**src/rtl/seg_scan_driver_if.sv**
```systemverilog
// Signal bundle between the BCD/refresh logic and the 7-segment scan driver.
// The master drives the refresh tick and display data; the slave drives the board pins.
interface seg_scan_driver_if;
   logic        Refresh;
   logic        Load;
   logic [15:0] BcdIn;
   logic [3:0]  DpIn;
   logic        BlankLz;
   logic [3:0]  An;
   logic [6:0]  Seg;
   logic        Dp;
   logic        FrameDone;

   modport master (
      output Refresh, Load, BcdIn, DpIn, BlankLz,
      input  An, Seg, Dp, FrameDone
   );

   modport slave (
      input  Refresh, Load, BcdIn, DpIn, BlankLz,
      output An, Seg, Dp, FrameDone
   );
endinterface

```
**src/rtl/seg_scan_driver.sv**
```systemverilog
// Four-digit multiplexed 7-segment scanner with double-buffered data, anti-ghost
// blanking between digits, leading-zero suppression and registered pin outputs.
module seg_scan_driver #(
   parameter int BLANK_CYCLES = 1
) (
   input  logic              Clk,
   input  logic              Rst,
   seg_scan_driver_if.slave  bus
);

   typedef enum logic [1:0] {IDLE, BLANK, DRIVE} state_t;

   localparam logic [3:0] BLANK_LOAD = 4'(BLANK_CYCLES - 1);

   state_t      state, next_state;
   logic [1:0]  index, next_index;
   logic [3:0]  blank_cnt, next_blank_cnt;
   logic        refresh_q;
   logic        step;
   logic        frame_start;
   logic        wrap;

   logic [15:0] active_bcd, shadow_bcd;
   logic [3:0]  active_dp, shadow_dp;
   logic        pending;

   logic [3:0]  an_d;
   logic [6:0]  seg_d;
   logic        dp_d;
   logic [3:0]  nibble;
   logic [3:0]  lz_blank;

   function automatic logic [6:0] decode(input logic [3:0] n);
      case (n)
         4'd0:    decode = 7'b1000000;
         4'd1:    decode = 7'b1111001;
         4'd2:    decode = 7'b0100100;
         4'd3:    decode = 7'b0110000;
         4'd4:    decode = 7'b0011001;
         4'd5:    decode = 7'b0010010;
         4'd6:    decode = 7'b0000010;
         4'd7:    decode = 7'b1111000;
         4'd8:    decode = 7'b0000000;
         4'd9:    decode = 7'b0010000;
         default: decode = 7'b0000110;
      endcase
   endfunction

   assign step  = (bus.Refresh != refresh_q);
   assign wrap  = step && (state != IDLE) && (index == 2'd3);
   // Leaving IDLE also begins a frame, so a Load issued before the first step is shown at once.
   assign frame_start = wrap || (step && (state == IDLE));

   always_ff @(posedge Clk or posedge Rst) begin
      if (Rst) begin
         state     <= IDLE;
         index     <= 2'd0;
         blank_cnt <= 4'd0;
         refresh_q <= 1'b0;
      end else begin
         state     <= next_state;
         index     <= next_index;
         blank_cnt <= next_blank_cnt;
         refresh_q <= bus.Refresh;
      end
   end

   always_comb begin
      next_state     = state;
      next_index     = index;
      next_blank_cnt = blank_cnt;
      case (state)
         IDLE: begin
            if (step) begin
               next_state     = BLANK;
               next_blank_cnt = BLANK_LOAD;
            end
         end
         BLANK: begin
            if (step) begin
               next_index     = index + 2'd1;
               next_blank_cnt = BLANK_LOAD;
            end else if (blank_cnt == 4'd0) begin
               next_state = DRIVE;
            end else begin
               next_blank_cnt = blank_cnt - 4'd1;
            end
         end
         DRIVE: begin
            if (step) begin
               next_state     = BLANK;
               next_index     = index + 2'd1;
               next_blank_cnt = BLANK_LOAD;
            end
         end
         default: next_state = IDLE;
      endcase
   end

   // A Load landing on the frame boundary bypasses the shadow so it is not delayed a whole frame.
   always_ff @(posedge Clk or posedge Rst) begin
      if (Rst) begin
         active_bcd <= 16'h0000;
         active_dp  <= 4'h0;
         shadow_bcd <= 16'h0000;
         shadow_dp  <= 4'h0;
         pending    <= 1'b0;
      end else if (bus.Load && frame_start) begin
         active_bcd <= bus.BcdIn;
         active_dp  <= bus.DpIn;
         shadow_bcd <= bus.BcdIn;
         shadow_dp  <= bus.DpIn;
         pending    <= 1'b0;
      end else if (bus.Load) begin
         shadow_bcd <= bus.BcdIn;
         shadow_dp  <= bus.DpIn;
         pending    <= 1'b1;
      end else if (frame_start && pending) begin
         active_bcd <= shadow_bcd;
         active_dp  <= shadow_dp;
         pending    <= 1'b0;
      end
   end

   assign lz_blank[3] = bus.BlankLz && (active_bcd[15:12] == 4'h0);
   assign lz_blank[2] = lz_blank[3] && (active_bcd[11:8] == 4'h0);
   assign lz_blank[1] = lz_blank[2] && (active_bcd[7:4] == 4'h0);
   assign lz_blank[0] = 1'b0;
   assign nibble      = active_bcd[{next_index, 2'b00} +: 4];

   // Outputs are computed from the next state so the pins change on the same edge as the FSM.
   always_comb begin
      an_d  = 4'b1111;
      seg_d = 7'b1111111;
      dp_d  = 1'b1;
      if (next_state == DRIVE) begin
         an_d  = ~(4'b0001 << next_index);
         seg_d = lz_blank[next_index] ? 7'b1111111 : decode(nibble);
         dp_d  = ~active_dp[next_index];
      end
   end

   always_ff @(posedge Clk or posedge Rst) begin
      if (Rst) begin
         bus.An        <= 4'b1111;
         bus.Seg       <= 7'b1111111;
         bus.Dp        <= 1'b1;
         bus.FrameDone <= 1'b0;
      end else begin
         bus.An        <= an_d;
         bus.Seg       <= seg_d;
         bus.Dp        <= dp_d;
         bus.FrameDone <= wrap;
      end
   end

endmodule

```
**src/flat_wrapper.sv**
```systemverilog
// flat-port wrapper written by rule: the top's interface ports become plain ports
module seg_scan_driver_flat 
#(
   parameter int BLANK_CYCLES = 1
)
  (Clk, Rst, bus_Refresh, bus_Load, bus_BcdIn, bus_DpIn, bus_BlankLz, bus_An, bus_Seg, bus_Dp, bus_FrameDone);
  seg_scan_driver_if bus_i ();
  input  logic Clk;
  input  logic Rst;
  input wire logic [$bits(bus_i.Refresh)-1:0] bus_Refresh;
  input wire logic [$bits(bus_i.Load)-1:0] bus_Load;
  input wire logic [$bits(bus_i.BcdIn)-1:0] bus_BcdIn;
  input wire logic [$bits(bus_i.DpIn)-1:0] bus_DpIn;
  input wire logic [$bits(bus_i.BlankLz)-1:0] bus_BlankLz;
  output wire logic [$bits(bus_i.An)-1:0] bus_An;
  output wire logic [$bits(bus_i.Seg)-1:0] bus_Seg;
  output wire logic [$bits(bus_i.Dp)-1:0] bus_Dp;
  output wire logic [$bits(bus_i.FrameDone)-1:0] bus_FrameDone;
  assign bus_i.Refresh = bus_Refresh;
  assign bus_i.Load = bus_Load;
  assign bus_i.BcdIn = bus_BcdIn;
  assign bus_i.DpIn = bus_DpIn;
  assign bus_i.BlankLz = bus_BlankLz;
  assign bus_An = bus_i.An;
  assign bus_Seg = bus_i.Seg;
  assign bus_Dp = bus_i.Dp;
  assign bus_FrameDone = bus_i.FrameDone;
  seg_scan_driver #(.BLANK_CYCLES(BLANK_CYCLES)) u_core (.Clk(Clk), .Rst(Rst), .bus(bus_i));
endmodule
```
**config.mk**
```make
export PLATFORM = sky130hd
export DESIGN_NAME = seg_scan_driver_flat
export DESIGN_NICKNAME = d
export VERILOG_FILES = /design/src/rtl/seg_scan_driver_if.sv /design/src/rtl/seg_scan_driver.sv /design/src/flat_wrapper.sv
export SDC_FILE = /design/constraint.sdc
export NUM_CORES = 1
export LEC_CHECK = 0
export ABC_AREA = 1
export BUFFER_PORTS_ARGS = -buffer_cell sky130_fd_sc_hd__buf_2
export CORE_UTILIZATION = 46
export DETAILED_ROUTE_END_ITERATION = 12
export PLACE_DENSITY = 0.64
export REMOVE_ABC_BUFFERS = 1
export SYNTH_ARGS = -nofsm -noshare
export SYNTH_HDL_FRONTEND = slang
export SYNTH_SLANG_ARGS = --single-unit
export TNS_END_PERCENT = 20
```
**constraint.sdc**
```tcl
create_clock -name Clk -period 2.5 [get_ports Clk]
set_input_delay 0.5 -clock Clk [delete_from_list [all_inputs] [get_ports Clk]]
set_output_delay 0.5 -clock Clk [all_outputs]
set_load 0.05 [all_outputs]
```
==> results of run 1 <==
==> state kept, by name (all words and copies together) (netlist names), 2 cells and up <==
| name | count |
|---|---|
| u_core.index | 2 |
| u_core.active_dp | 4 |
| u_core.blank_cnt | 4 |
| u_core.state | 2 |
| u_core.shadow_bcd | 16 |
| u_core.shadow_dp | 4 |
| u_core.bus.An | 4 |
| u_core.bus.Seg | 7 |
| u_core.active_bcd | 16 |
==> Yosys cell counts, types with 4 or more instances <==
master   number  area [µm²]
nand2_1     135         507
dfrtp_1      51        1280
inv_1        36         135
nand3_1      30         150
o21ai_0      17        85.1
dfstp_2      12         315
ha_1         12         150
nor2_1       10        37.5
nand2_2       5        31.3
a21oi_1       4        20.0
mux2_2        4        45.0
nand2_4       4        45.0
==> worst register-to-register path, delay by kind of cell (launching register included) <==
| family | cells | cell delay [ns] |
|---|---|---|
| and+or+nand+nor | 10 | 1.02 |
| adders and majority gates | 2 | 0.52 |
| DFF | 1 | 0.42 |
| buffers and inverters | 2 | 0.20 |
==> path summary, 6_finish.rpt <==
| path | from | end | slack [ns] | depth (start not counted) |
|---|---|---|---|---|
| min reg2reg | u_core.shadow_bcd[13]$_DFFE_PP0P_ | u_core.shadow_bcd[13]$_DFFE_PP0P_ | 0.47 | 2 |
| min | Rst | u_core.pending$_DFFE_PP0P_ | 0.17 | 2 |
| max | u_core.state[1]$_DFF_PP0_ | u_core.bus.Seg[3]$_DFF_PP1_ | 0.26 | 14 |
| max in group asynchronous | Rst | u_core.bus.An[0]$_DFF_PP1_ | 1.70 | 3 |
| max reg2reg | u_core.state[1]$_DFF_PP0_ | u_core.bus.Seg[3]$_DFF_PP1_ | 0.26 | 14 |
| min in group Clk | bus_Refresh | u_core.refresh_q$_DFF_PP0_ | 0.31 | 1 |
==> where the power goes <==
group | switching, mW | internal (mW) | leakage (nW)
Combinational | 1.57 | 0.867 | 0.957
Clock | 0.392 | 0.644 | 0.119
Sequential | 0.144 | 1.35 | 0.759
==> cell type report <==
cell class,count,area [µm²]
multi-input combinational,244,1310
tap,77,96.3
inverter,37,139
fill,600,2750
sequential,63,1590
clock buffer,12,165
clock inverter,4,76.3
timing repair buffer,45,258
==> stage by stage <==
step           cells  worst slack [ns]  hold WS (ns)  util [%]
2_1_floorplan    344             0.349         0.433         -
3_3_place_gp     462             0.221         0.454      52.3
3_5_place_dp     462             0.139         0.453      52.3
4_1_cts          478             0.113         0.179      56.0
5_1_grt          482            0.0151         0.203      56.9
6_report         482             0.262         0.171      56.9
==> logic make-up (layout without fill, tap and decap cells) <==
logic type	count (synthesis)	after routing	share of synthesized area, %
buffers and inverters	46	98	6.09
muxes	7	7	2.53
and+or+nand+nor	201	201	30.0
adders and majority gates	12	12	4.91
AOI/OAI and AO/OA	24	24	4.46
DFF	63	63	52.0
==> cell usage in the layout, fill, tap and decap left out, types with 6 or more instances in the layout <==
cell        n
dfrtp_1    51
ha_1       11
nand2_2     6
nand3_1    30
o21ai_0    17
dfstp_2    12
inv_1      35
nor2_1     10
clkbuf_8   12
buf_4       7
buf_2      37
nand2_1   134
==> what timing repair did <==
item / 4_1_cts / 5_1_grt
hold endpoints to repair: 0 / 0
setup endpoints to repair: 0 / 5
gates resized for setup: 0 / 4
setup buffers: 0 / 4
==> layer usage <==
| metal | routed length, µm | vias up |
|---|---|---|
| li1 | - | 1210 |
| met1 | 2700 | 1079 |
| met3 | 241 | 9 |
| met2 | 2560 | 46 |
| met5 | 0 | - |
| met4 | 119 | 0 |
==> reports/results.tsv, run 1 <==
metric	value	unit
core area	6390	µm²
Worst Hold Class	primary input to asynchronous set/reset pin	
dpl hpwl	4100	µm
crit end category	flip-flop	
Clock transition at path regs	0.07	ns
grt met1 use	23.2	%
DRC viols	0	
number of enable flip-flop cells after synthesis	0	
drt first-iter violations	109	
async set or reset register ratio after synthesis	100	%
area growth from synthesis to layout	18.7	%
Synth Instances	353	
TritonCTS clock tree	done	
setup TNS after final layout	0	ns
total power	4.97	mW
post-synthesis sequential area ratio	52.0	%
worst vdd ir	0.00101	V
vias in the first global route	2217	
global-route usage over all layers	18.0	%
pwr/cell area	1370	nW/µm²
synthesized cell area	3060	µm²
measured slew at the worst slew-check pin	0.581	ns
first-pass GRT wire length	9930	µm
DR vias	2344	
Required @ worst endpoint	2.77	ns
critical path, cell by cell	inv_1, ha_4, nand3_4, nand2_1, nand2_2, nand2_1, nand2_1, nand2_1, nand2_2, inv_1, ha_1, nand3b_1, nand3_1, nand2_1	
Top FF cell, synth	dfrtp_1	
Final Setup Violations	0	
Clock Tree Buf Depth	2	
Top cell by count, worst path	nand2_1	
CTS Buf Count	9	
Max Clk Rate	0.447	GHz
period utilisation layout	89.5	%
die area	6980	µm²
H-tree levels	3	
max-cap violations	0	
Worst Path Buf+Inv	2	
Leak Pwr	1.83	nW
share of cells above drive strength 1	24.7	%
GRT Max-Usage Layer	met2	
n_diodes	0	
GP Congestion	0.804	
CTS root buf	clkbuf_8	
met3 GRT Util	5.34	%
port bufs	37	
Routed Antenna Nets	0	
crit path kind	flip-flop to flip-flop	
Mapped Avg Cell Area	8.67	µm²
Via density	4.86	
gr ovfl total	0	
Clock Skew	0.00931	ns
critical path's slowest cell	dfrtp_1	
largest net degree at the start of global routing	42	
synth unique cells	32	
hold_buf cts	0	
Worst Path Arrival	2.51	ns
Final Hold Fails	0	
wire length per cell	11.7	µm
Final Net Count	437	
RSZ-0062 raised after global routing	false	
Critical Path Max Stage Delay	0.42	ns
die height	83.6	µm
Crit path max-delay family	simple AND/OR/NAND/NOR gates	
Row Count	29	
Cell Area, Placed	3340	µm²
status	complete, no violations	
startpoint type of the worst setup path	flip-flop	
Clock Sinks	63	
YS warnings	0	
wirelength, routed	5620	µm
Finished Cell Area	3630	µm²
register bit total from synthesis	63	
worst rel slew slack	61.2	%
initial core utilization	47.9	%
Tmin final	2.24	ns
max-slew violations	0	
Boundary Pins	38	
drt pass-1 iters	4	
met2 Use GR	27.7	%
Max Fanout on Critical Path	9	
initial antenna violation count	0	
Die W	83.6	µm
Clk Latency, worst-skew pair	0.35	ns
Power figures use the tool's default switching activity.
==> inputs of run 2 (changes only) <==
- PLACE_DENSITY: 0.64 -> 0.72
==> run 2 against run 1 <==
  * Global-route usage barely moved
  * Final cell count fell by 0.21%
  * Routed wire length is essentially flat
  * Sequential cell count did not move
  * Critical path depth shrank 3
  * Utilization down 1.0 points
  * Register-to-register slack gained 0.02 ns
  * Final area down 1.8%
  * Worst hold slack lost 0.028 ns
==> reports/results.tsv, run 2 (synthesis results as in run 1) <==
metric	value	unit	change
max-cap violations	0		unchanged
top flop regs	u_core.active_bcd (16), u_core.shadow_bcd (16), u_core.bus.Seg (7)		
crit end category	flip-flop		
initial core utilization	47.9	%	unchanged
fin util	55.8	%	-1.0 points
crit path kind	flip-flop to flip-flop		
die height	83.6	µm	unchanged
Reg2Reg Depth	11		-3
startpoint type of the worst setup path	flip-flop		
DR vias	2341		-0.13%
Tmin final	2.22	ns	-0.0158 ns
Clock Tree Buf Depth	2		unchanged
Final Hold Fails	0		unchanged
share of cells above drive strength 1	24.0	%	-0.68 points
CTS Buf Count	9		unchanged
Worst Hold Class	primary input to asynchronous set/reset pin		
drt pass-1 iters	5		+1
period utilisation layout	88.9	%	-0.63 points
gr ovfl total	0		unchanged
Row Count	29		unchanged
global-route usage over all layers	18.0	%	+0.035 points
largest net degree at the start of global routing	26		-38%
GP Congestion	0.844		+5.0%
setup TNS after final layout	0	ns	unchanged
Max Clk Rate	0.450	GHz	+0.71%
wire length per cell	11.7	µm	+0.26%
worst rel slew slack	59.8	%	-1.4 points
max-slew violations	0		unchanged
hold_buf cts	0		unchanged
TritonCTS clock tree	done		
Final Net Count	436		-0.23%
Required @ worst endpoint	2.77	ns	about the same
Final Setup Violations	0		unchanged
Max Fanout on Critical Path	7		-2
die area	6980	µm²	unchanged
CTS root buf	clkbuf_8		
DRC viols	0		unchanged
Via density	4.87		about the same
port bufs	37		unchanged
Clock Sinks	63		unchanged
H-tree levels	3		unchanged
RSZ-0062 raised after global routing	false		
pwr/cell area	1330	nW/µm²	-2.9%
Critical Path Max Stage Delay	0.40	ns	-0.02 ns
critical path's slowest cell	dfrtp_1		
drt first-iter violations	133		+22%
Die W	83.6	µm	unchanged
measured slew at the worst slew-check pin	0.602	ns	+0.0213 ns
Routed Antenna Nets	0		unchanged
critical path, cell by cell	inv_1, ha_4, nand3_4, o21ai_4, nand3_1, nand2_1, inv_1, ha_1, nand3b_1, nand3_1, nand2_1		
R2R Setup Slk	0.28	ns	+0.02 ns
core area	6390	µm²	unchanged
Clk Latency, worst-skew pair	0.34	ns	about the same
Leak Pwr	1.81	nW	-1.4%
Worst Path Arrival	2.49	ns	-0.02 ns
worst r2r src	u_core.state[1]$_DFF_PP0_		
wirelength, routed	5620	µm	about the same
Clock transition at path regs	0.07	ns	about the same
n_diodes	0		unchanged
Boundary Pins	38		unchanged
dpl hpwl	4100	µm	about the same
Clock Skew	0.00777	ns	-0.00154 ns
most common cell after layout, fill and taps aside	nand2_1		
area growth from synthesis to layout	16.5	%	
first-pass GRT wire length	9890	µm	-0.35%
commonest cells after routing, fill and taps aside	nand2_1, dfrtp_1, buf_2		
capture point of the worst reg-to-reg path	u_core.bus.Seg[3]$_DFF_PP1_		
worst vdd ir	0.000750	V	-26%
initial antenna violation count	0		unchanged
status	complete, no violations		
vias in the first global route	2233		+0.72%
[run 2: changes by cell type in the layout (fill, tap and decap cells not counted), sizes merged]
cell / previous run / this run
bufinv: 2 / 1
clkinv: 1 / 3
buf: 45 / 44
clkinvlp: 1 / 0
[run 2: critical path: cells and delay by family (launching register included)]
family                     cells  cell delay (ns)
DFF                            1             0.40
AOI/OAI and AO/OA              1             0.25
adders and majority gates      2             0.59
and+or+nand+nor                6             0.71
buffers and inverters          2             0.20
[run 2: where the power goes]
group	switching, mW	internal, mW	leakage [nW]
combinational	1.55	0.838	0.950
sequential	0.147	1.35	0.759
clock	0.368	0.483	0.100
total	2.06	2.67	1.81
[run 2: timing repair]
action                     in CTS  in global routing
setup endpoints to repair       0                  4
buffers inserted                0                  2
resized for setup               0                  5
[run 2: per-layer routing]
layer	global-route usage, %	up-vias	routed length (µm)
met5	0	-	0
met4	7.86	0	98
met3	5.14	12	175
met2	28.8	35	2650
met1	22.8	1083	2700
li1	-	1211	-
[run 2: layout make-up]
cell class / count / area, µm²
Tap cell: 77 / 96.3
Multi-Input combinational cell: 244 / 1310
Inverter: 37 / 139
Timing Repair Buffer: 44 / 238
Clock buffer: 12 / 145
Clock inverter: 4 / 45.0
Fill cell: 575 / 2820
Sequential cell: 63 / 1590
[run 2: per-stage QoR]
stage	instance area (µm²)	power [mW]	hold WS [ns]	setup slack (ns)	instances
detailed placement	3330	3.79	0.456	0.106	463
CTS	3520	4.67	0.145	0.0769	479
floorplan	3010	3.32	0.433	0.349	344
global route	3570	5.18	0.155	0.0485	481
global placement	3330	3.75	0.454	0.228	463
finish	3570	4.74	0.143	0.278	481
[run 2: worst max path at each step]
stage | endpoint | cells after the start | start
floorplan | u_core.bus.Seg[3]$_DFF_PP1_ | 13 | u_core.state[0]$_DFF_PP0_
global placement | u_core.bus.Seg[3]$_DFF_PP1_ | 13 | u_core.state[0]$_DFF_PP0_
detailed placement | u_core.bus.Seg[3]$_DFF_PP1_ | 13 | u_core.state[0]$_DFF_PP0_
CTS | u_core.bus.Seg[3]$_DFF_PP1_ | 13 | u_core.state[0]$_DFF_PP0_
global route | u_core.bus.Seg[3]$_DFF_PP1_ | 14 | u_core.state[1]$_DFF_PP0_
finish | u_core.bus.Seg[3]$_DFF_PP1_ | 11 | u_core.state[1]$_DFF_PP0_
